$ cat config.mk
export PLATFORM = sky130hd
export DESIGN_NAME = csa_seq_adder
export DESIGN_NICKNAME = d
export VERILOG_FILES = /design/src/rtl/alu_pkg.sv /design/src/rtl/csa16.sv /design/src/rtl/csa_seq_adder.sv
export SDC_FILE = /design/constraint.sdc
export NUM_CORES = 1
export LEC_CHECK = 0
export ABC_CLOCK_PERIOD_IN_PS = 14500
export CELL_PAD_IN_SITES_DETAIL_PLACEMENT = 0
export CELL_PAD_IN_SITES_GLOBAL_PLACEMENT = 1
export CORE_MARGIN = 5
export CORE_UTILIZATION = 30
export DETAILED_ROUTE_END_ITERATION = 6
export PLACE_DENSITY = 0.6
export SYNTH_ARGS = -nofsm -noshare
export SYNTH_HDL_FRONTEND = slang
export SYNTH_SLANG_ARGS = --single-unit
$ cat constraint.sdc
create_clock -name clk -period 14.5 [get_ports clk]
set_clock_uncertainty 0.05 [all_clocks]
set_input_delay 3.625 -clock clk [delete_from_list [all_inputs] [get_ports clk]]
set_output_delay 3.625 -clock clk [all_outputs]
set_load 0.005 [all_outputs]
$ cat src/rtl/alu_pkg.sv
// Shared ALU definitions: slice width and the wide-add sequencer state encoding.
package alu_pkg;

  localparam int SLICE_W = 16;

  typedef enum logic [1:0] {
    IDLE = 2'd0,
    RUN  = 2'd1,
    DONE = 2'd2
  } seq_state_t;

endpackage

$ cat src/rtl/csa16.sv
// 16-bit carry-select adder slice: the upper byte is precomputed for both
// carry-in values and selected by the lower byte's carry.
module CSA16
  import alu_pkg::*;
(
  input  logic [SLICE_W-1:0] i_a,
  input  logic [SLICE_W-1:0] i_b,
  input  logic               i_cin,
  output logic [SLICE_W-1:0] o_sum,
  output logic               o_cout
);

  logic [8:0] w_lo;
  logic [8:0] w_hi0;
  logic [8:0] w_hi1;

  assign w_lo  = {1'b0, i_a[7:0]} + {1'b0, i_b[7:0]} + {8'd0, i_cin};
  assign w_hi0 = {1'b0, i_a[15:8]} + {1'b0, i_b[15:8]};
  assign w_hi1 = {1'b0, i_a[15:8]} + {1'b0, i_b[15:8]} + 9'd1;

  assign o_sum  = {(w_lo[8] ? w_hi1[7:0] : w_hi0[7:0]), w_lo[7:0]};
  assign o_cout = w_lo[8] ? w_hi1[8] : w_hi0[8];

endmodule

$ cat src/rtl/csa_seq_adder.sv
// Wide add/subtract sequencer: one CSA16 slice per cycle, LSB first, with the
// inter-slice carry held in a register.
module csa_seq_adder
  import alu_pkg::*;
#(
  parameter int WORDS = 4
) (
  input  logic                     clk,
  input  logic                     rst_n,
  input  logic                     start,
  input  logic                     op_sub,
  input  logic [SLICE_W*WORDS-1:0] a,
  input  logic [SLICE_W*WORDS-1:0] b,
  output logic                     ready,
  output logic                     done,
  output logic [SLICE_W*WORDS-1:0] result,
  output logic                     cout,
  output logic                     overflow
);

  localparam int W  = SLICE_W * WORDS;
  localparam int IW = $clog2(WORDS);

  seq_state_t r_state;
  seq_state_t w_state_nxt;

  logic [W-1:0]       r_a;
  logic [W-1:0]       r_b;
  logic               r_carry;
  logic [IW-1:0]      r_idx;
  logic [SLICE_W-1:0] w_a_sl;
  logic [SLICE_W-1:0] w_b_sl;
  logic [SLICE_W-1:0] w_sum;
  logic               w_cout;
  logic               w_last;
  logic               w_accept;

  assign w_accept = (r_state == IDLE) && start;
  assign w_last   = (r_idx == IW'(WORDS - 1));
  assign w_a_sl   = r_a[int'(r_idx) * SLICE_W +: SLICE_W];
  assign w_b_sl   = r_b[int'(r_idx) * SLICE_W +: SLICE_W];

  CSA16 u_csa16 (
    .i_a    (w_a_sl),
    .i_b    (w_b_sl),
    .i_cin  (r_carry),
    .o_sum  (w_sum),
    .o_cout (w_cout)
  );

  always_comb begin
    w_state_nxt = r_state;
    case (r_state)
      IDLE:    if (start) w_state_nxt = RUN;
      RUN:     if (w_last) w_state_nxt = DONE;
      DONE:    w_state_nxt = IDLE;
      default: w_state_nxt = IDLE;
    endcase
  end

  always_ff @(posedge clk or negedge rst_n) begin
    if (!rst_n) r_state <= IDLE;
    else        r_state <= w_state_nxt;
  end

  assign ready = (r_state == IDLE);
  assign done  = (r_state == DONE);

  // Operand registers carry no reset; they are only read in RUN after a load.
  always_ff @(posedge clk) begin
    if (w_accept) begin
      r_a <= a;
      r_b <= op_sub ? ~b : b;
    end
  end

  always_ff @(posedge clk or negedge rst_n) begin
    if (!rst_n) begin
      r_carry  <= 1'b0;
      r_idx    <= '0;
      result   <= '0;
      cout     <= 1'b0;
      overflow <= 1'b0;
    end else if (w_accept) begin
      r_carry  <= op_sub;
      r_idx    <= '0;
      cout     <= 1'b0;
      overflow <= 1'b0;
    end else if (r_state == RUN) begin
      result[int'(r_idx) * SLICE_W +: SLICE_W] <= w_sum;
      r_carry <= w_cout;
      // Index stops at the top slice rather than wrapping.
      if (w_last) begin
        cout     <= w_cout;
        overflow <= (w_a_sl[SLICE_W-1] == w_b_sl[SLICE_W-1]) &&
                    (w_sum[SLICE_W-1] != w_a_sl[SLICE_W-1]);
      end else begin
        r_idx <= r_idx + 1'b1;
      end
    end
  end

endmodule
==> results of run 1 <==
[logic make-up after synthesis]
logic type | Yosys count
buf+inv | 33
simple gates | 86
flops | 199
mux | 34
compound gates | 98
fa+ha+maj | 25
xor+xnor | 85
[area by class of cell]
cell class,count,share of cell area
clock inverters,12,0.00966
well taps,384,0.0412
flip-flops and latches,199,0.482
repair buffers,203,0.173
clock buffers,20,0.0393
inverters,9,0.00290
multi-input cells,328,0.252
[power by group]
part           switching, W  internal, W  leakage [nW]  total [W]
clock network      0.000222     0.000237         0.279   0.000460
logic              0.000681     0.000489          1.94    0.00117
registers         0.0000465     0.000748          2.15   0.000794
[stage by stage]
step           hold slack, ns  utilization  total power, W  instance area [um2]  setup WS (ns)
2_1_floorplan           0.423            -         0.00157                 8690           6.48
3_3_place_gp            0.417        0.387         0.00197                11100           8.47
3_5_place_dp            0.425        0.387         0.00200                11100           8.39
4_1_cts                 0.442        0.407         0.00246                11700           8.84
5_1_grt                 0.466        0.407         0.00260                11700           8.70
6_report                0.436        0.407         0.00242                11700           8.87
[final timing paths]
kind | from | to | slack (ns) | cells after the start
setup / recovery | start | r_a[30]$_DFFE_PP_ | 8.87 | 3
hold / removal | result[27]$_DFFE_PN0P_ | result[27]$_DFFE_PN0P_ | 0.44 | 2
setup reg to reg | r_idx[0]$_DFFE_PN0P_ | result[31]$_DFFE_PN0P_ | 10.37 | 12
hold reg to reg | result[27]$_DFFE_PN0P_ | result[27]$_DFFE_PN0P_ | 0.44 | 2
max in group asynchronous | rst_n | r_idx[0]$_DFFE_PN0P_ | 10.41 | 2
min in group asynchronous | rst_n | result[39]$_DFFE_PN0P_ | 3.35 | 2
[worst max-delay path: cells and delay by family]
| family | cells | cell delay (ns) |
|---|---|---|
| buffers and inverters | 2 | 1.33 |
| and+or+nand+nor | 1 | 0.57 |
[synthesized netlist by cell type (2+ instances only)]
master / instances
buf_1: 3
and2_1: 2
xnor2_1: 12
dfrtp_1: 71
nand4_1: 4
clkbuf_1: 18
a21oi_1: 9
buf_2: 3
mux4_2: 32
ha_1: 22
a22o_1: 32
or2_2: 3
a21oi_2: 2
or3_1: 5
inv_1: 9
xor2_1: 72
mux2i_1: 2
edfxtp_1: 128
o21a_1: 2
nor2b_1: 4
nand2_1: 44
fa_1: 3
o211ai_1: 2
nor2_1: 12
nand2b_1: 3
o21ai_0: 37
a21o_1: 4
nor3_1: 4
[layer usage]
layer	track usage	vias up
li1	-	2484
met1	0.176	2566
met2	0.209	162
met3	0.0295	15
met4	0.0387	0
met5	0	-
[sequential cells by signal (all words and copies together) (netlist names)]
register,cells
cout,1
r_carry,1
r_state,2
result,64
r_b,64
r_a,64
r_idx,2
overflow,1
==> summary.md, run 1 <==
| Metric | Value |
|---|---|
| Outcome | `finished, final reports clean` |
| XOR/XNOR share of the synthesized area | `0.0873` |
| Reg area | `~5600 um2` |
| Post-synth EDFFs | `128` |
| DIE HEIGHT | `about 180 um` |
| TritonCTS Buffers | `17` |
| Min Clock Period, post-route | `5.63 ns` |
| Avg WL per Cell | `about 18 um` |
| PostCTS Resize Cnt | `0` |
| CP required | `~14 ns` |
| Synth Area in Compound Gates | `0.0804` |
| Postcts setup bufs | `0` |
| Seq cells post-synth | `199` |
| Top cells by area, synth | `edfxtp_1, dfrtp_1, mux4_2` |
| Gr ovfl total | `0` |
| Initial antenna violation count | `0` |
| TritonCTS clock tree | `done` |
| Final hold viol count | `0` |
| # rows | `between 60 and 70` |
| Clk_lat worst skew | `approximately 0.43 ns` |
| # setup viols final | `0` |
| Most frequent cells in the layout | `clkdlybuf4s50_1, edfxtp_1, xor2_1` |
| Startpoint types | `input pin` |
| Placed Cells | `between 1000 and 1500` |
| Worst-path fanout max | `81` |
| Layout cells sized above 1 | `0.105` |
| Mean Syn Cell Area | `15.5 um2` |
| Slew HR | `0.304` |
| Initial Utilization | `0.303` |
| Drt total wl | `about 21000 um` |
| Buffers on Ports | `between 150 and 200` |
| Clock root buffer | `clkbuf_16` |
| Hold bufs inserted after CTS | `0` |
| Antenna viol nets, final | `0` |
| Total GRT Usage | `0.129` |
| Post-DP HPWL | `15600 um` |
| DRC | `0` |
| Synth Cell Area | `~8700 um2` |
| Slew Limit Fails | `0` |
| Post-synthesis sequential area ratio | `0.647` |
| Setup crit end kind | `register` |
| Leakage | `~4.4 nW` |
| Pwr dens | `a little over 200 nW/um2` |
| Most common cell after layout, fill and taps aside | `clkdlybuf4s50_1` |
| Clock Sinks | `~200` |
| ANT cells | `0` |
| Worst-path clk slew | `~0.070 ns` |
| CP Data Arrival Time | `around 5.6 ns` |
| Met1 WL | `around 9600 um` |
| Synth unique cells | `44` |
| Final layout net count | `roughly 920` |
| Top cell type's share of synthesized area | `0.443` |
| CP Class | `in -> reg` |
| RSZ-0062 raised after global routing | `no` |
| Via count | `5227` |
| F_max | `178 MHz` |
| Area Overhead vs Synth | `34.3%` |
| Fin Setup TNS | `0 ns` |
| Post-synthesis simple-gate area fraction | `0.0467` |
| IO Count | `200` |
| Synthesized Nets | `about 700` |
| Crit path cell chain | `clkdlybuf4s50_1, and2_4, buf_4` |
| Worst vdd ir | `0.107 mV` |
| H-tree Lvls | `4` |
| Synthesized-area fraction occupied by adder cells | `0.0386` |
| Largest family of logic cells by synthesized area | `XOR/XNOR gates` |
| Mux share of post-synthesis cell area | `0.0853` |
| Slew @ Worst Pin | `roughly 1.0 ns` |
| Drt pass-1 iters | `4` |
| Die X | `180 um` |
| Synth Flop Type | `edfxtp_1` |
| Synth async-reset ratio | `0.357` |
| Multi-input gate area | `between 2000 and 3000 um2` |
| Fin crit share | `0.388` |
| Core area | `about 29000 um2` |
| Slowest stage cell, crit path | `buf_4` |
| DR WL met3 | `a little over 1000 um` |
| Via-to-Cell Ratio | `approximately 4.5` |
| Vias in the first global route | `5804` |
| First-pass GRT wire length | `32900 um` |
| Top sig layer | `met4` |
| FILL cells | `2616` |
| Hold/Removal Path Class | `reg -> reg` |
| Final std cells w/o fill | `about 1200` |
| Total die area | `approximately 32000 um2` |
| DRT iter0 DRCs | `between 300 and 400` |
| Slowest Stage Delay on Critical Path | `between 0.8 and 0.9 ns` |
| Synth Instances | `between 500 and 600` |
| Max-cap viol count | `0` |
| Pin count of the biggest net entering global routing | `82` |
| DR WL met2 | `9790 um` |
| Gp weighted congestion | `between 0.8 and 0.9` |
| Clock tree buffer depth | `2` |
| Leading area contributor after synthesis | `edfxtp_1` |
| Ys Warns | `0` |
(Power assumes the default switching activity.)
==> inputs of run 2 (changes only) <==
--- a/config.mk
+++ b/config.mk
@@ -5,7 +5,7 @@
 export SDC_FILE = /design/constraint.sdc
 export NUM_CORES = 1
 export LEC_CHECK = 0
-export ABC_CLOCK_PERIOD_IN_PS = 14500
+export ABC_CLOCK_PERIOD_IN_PS = 5600
 export CELL_PAD_IN_SITES_DETAIL_PLACEMENT = 0
 export CELL_PAD_IN_SITES_GLOBAL_PLACEMENT = 1
 export CORE_MARGIN = 5
==> constraint.sdc (replaced) <==
create_clock -name clk -period 5.6 [get_ports clk]
set_clock_uncertainty 0.05 [all_clocks]
set_input_delay 1.4 -clock clk [delete_from_list [all_inputs] [get_ports clk]]
set_output_delay 1.4 -clock clk [all_outputs]
set_load 0.005 [all_outputs]
==> run 2 against run 1 <==
  * Register-to-register slack got worse by 9.0 ns
  * Combinational power rose to 2.5 times the previous value
  * Core utilization is 0.074 points higher
  * Clock-buffer cell count fell by 2
  * Global-route usage rose by 0.42 points
  * Critical path type is now reg -> reg
  * Critical endpoint is now overflow$_DFFE_PN0P_
==> summary.md, run 2 (synthesis results as in run 1) <==
| Metric | Value |
|---|---|
| Outcome | `finished, final reports clean` |
| IO Count | `200 (unchanged)` |
| Gp weighted congestion | `0.764 (-4.7%)` |
| Core area | `28600 um2 (unchanged)` |
| Clock tree buffer depth | `2 (unchanged)` |
| Pwr dens | `542 nW/um2 (+160%)` |
| Post-DP HPWL | `16000 um (+3.1%)` |
| Multi-input gate area | `2940 um2 (unchanged)` |
| First-pass GRT wire length | `33900 um (+3.2%)` |
| CP Class | `reg -> reg` |
| Leakage | `4.37 nW (+0.12%)` |
| Area Overhead vs Synth | `34.5%` |
| Sequential share of power | `0.341 (+0.013)` |
| Slew @ Worst Pin | `1.14 ns (+0.109 ns)` |
| Switching pwr | `0.00248 W (+160%)` |
| Most frequent cells in the layout | `clkdlybuf4s50_1, edfxtp_1, xor2_1` |
| Die X | `180 um (unchanged)` |
| Placed Cells | `1122 (-0.089%)` |
| ANT cells | `0 (unchanged)` |
| Slew HR | `0.231 (-0.0733)` |
| Postcts setup bufs | `0 (unchanged)` |
| Min Clock Period, post-route | `4.20 ns` |
| DRC | `0 (unchanged)` |
| Most common cell after layout, fill and taps aside | `clkdlybuf4s50_1` |
| Initial Utilization | `0.303 (unchanged)` |
| DRT iter0 DRCs | `271 (-11%)` |
| PostCTS Resize Cnt | `0 (unchanged)` |
| Via-to-Cell Ratio | `4.56 (+0.76%)` |
| Antenna viol nets, final | `0 (unchanged)` |
| TritonCTS clock tree | `done` |
| Startpoint types | `register` |
| Fin Setup TNS | `0 ns (unchanged)` |
| RSZ-0062 raised after global routing | `no` |
| Drt pass-1 iters | `4 (unchanged)` |
| Hold bufs inserted after CTS | `0 (unchanged)` |
| Final layout net count | `914 (-0.11%)` |
| Met1 WL | `9810 um (+2.2%)` |
| # setup viols final | `0 (unchanged)` |
| Sw Ratio | `0.392 (about the same)` |
| Top sig layer | `met4` |
| Initial antenna violation count | `0 (unchanged)` |
| Clk_lat worst skew | `0.42 ns (about the same)` |
| Worst-path clk slew | `0.07 ns (about the same)` |
| Max-cap viol count | `0 (unchanged)` |
| Largest regs | `r_a (64), r_b (64), result (64)` |
| Drt total wl | `21500 um (+4.0%)` |
| Buffers on Ports | `199 (unchanged)` |
| DR WL met3 | `1130 um (+9.8%)` |
| F_max | `238 MHz` |
| Pin count of the biggest net entering global routing | `79 (-3.7%)` |
| Worst-path fanout max | `28 (-65%)` |
| H-tree Lvls | `4 (unchanged)` |
| TritonCTS Buffers | `17 (unchanged)` |
| Slew Limit Fails | `0 (unchanged)` |
| Setup crit end kind | `register` |
| Final std cells w/o fill | `1154 (-0.087%)` |
| CP Data Arrival Time | `4.45 ns (-1.17 ns)` |
| Clock power share | `0.194 (+0.004)` |
| Layout cells sized above 1 | `0.104 (-0.00116)` |
| Total GRT Usage | `0.134 (+0.00420)` |
| FILL cells | `2607 (-0.34%)` |
| Worst vdd ir | `0.274 mV (+160%)` |
| Combinational power share | `0.465 (-0.018)` |
| Cell Int Power | `0.00385 W (+160%)` |
| Gr ovfl total | `0 (unchanged)` |
| Clock Sinks | `199 (unchanged)` |
| Final Util | `0.408 (+0.000743)` |
| Reg area | `5620 um2 (unchanged)` |
| # rows | `62 (unchanged)` |
| DIE HEIGHT | `180 um (unchanged)` |
| CP required | `5.86 ns (-8.63 ns)` |
| Via count | `5262 (+0.67%)` |
| Avg WL per Cell | `18.6 um (+4.1%)` |
| DR WL met2 | `10300 um (+5.4%)` |
| Hold/Removal Path Class | `reg -> reg` |
| Fin crit share | `0.749` |
| Final hold viol count | `0 (unchanged)` |
| Total die area | `32500 um2 (unchanged)` |
| Vias in the first global route | `5933 (+2.2%)` |
| Clock root buffer | `clkbuf_16` |
[run 2: cell types whose count changed in the layout (fill, tap and decap cells not counted), moves of 2 or more]
cell | before | now
clkinv_4 | 3 | 1
inv_8 | 3 | 5
buf_4 | 5 | 3
inv_6 | 2 | 4
[run 2: worst paths after layout]
| check | start | end | slack (ns) | depth (start not counted) |
|---|---|---|---|---|
| max | r_idx[0]$_DFFE_PN0P_ | overflow$_DFFE_PN0P_ | 1.40 | 10 |
| min | result[1]$_DFFE_PN0P_ | result[1]$_DFFE_PN0P_ | 0.44 | 2 |
| max reg2reg | r_idx[0]$_DFFE_PN0P_ | overflow$_DFFE_PN0P_ | 1.40 | 10 |
| min reg2reg | result[1]$_DFFE_PN0P_ | result[1]$_DFFE_PN0P_ | 0.44 | 2 |
| max in group asynchronous | rst_n | r_idx[0]$_DFFE_PN0P_ | 3.53 | 2 |
| min in group asynchronous | rst_n | result[20]$_DFFE_PN0P_ | 0.94 | 1 |
[run 2: power groups by stage]
stage / registers [W] / clock network (W) / logic [W]
after CTS: 0.00217 / 0.00126 / 0.00299
after detailed placement: 0.00220 / 0 / 0.00299
after global placement: 0.00218 / 0 / 0.00294
after floorplan: 0.00208 / 0 / 0.00197
final: 0.00216 / 0.00123 / 0.00294
after global routing: 0.00220 / 0.00132 / 0.00326
[run 2: stage by stage]
step	hold WS, ns	setup WS, ns	power [W]	cell area [um2]
floorplan	0.423	1.77	0.00405	8690
global placement	0.421	1.47	0.00513	11100
detailed placement	0.422	1.30	0.00519	11100
CTS	0.438	1.28	0.00643	11700
global route	0.464	1.06	0.00678	11700
finish	0.436	1.40	0.00633	11700
[run 2: per-layer routing]
metal,GRT usage,up-vias
li1,-,2486
met1,0.180,2596
met2,0.217,163
met3,0.0339,17
met4,0.0372,0
met5,0,-
[run 2: worst max-delay path: stages (launching register included)]
cell and delay (ns):
dfrtp_2 0.94, buf_4 0.43, mux4_2 0.55, ha_1 0.42, o211a_1 0.19, o31ai_1 0.10
a21oi_2 0.34, nand4_1 0.24, nor3b_2 0.30, xnor3_1 0.25, a32o_1 0.27
[run 2: final cells by class]
type                            count  area share
Sequential cell                   199       0.481
Multi-Input combinational cell    328       0.252
Timing Repair Buffer              202       0.173
Tap cell                          384      0.0411
Clock buffer                       18      0.0367
Clock inverter                     14      0.0135
Inverter                            9     0.00289
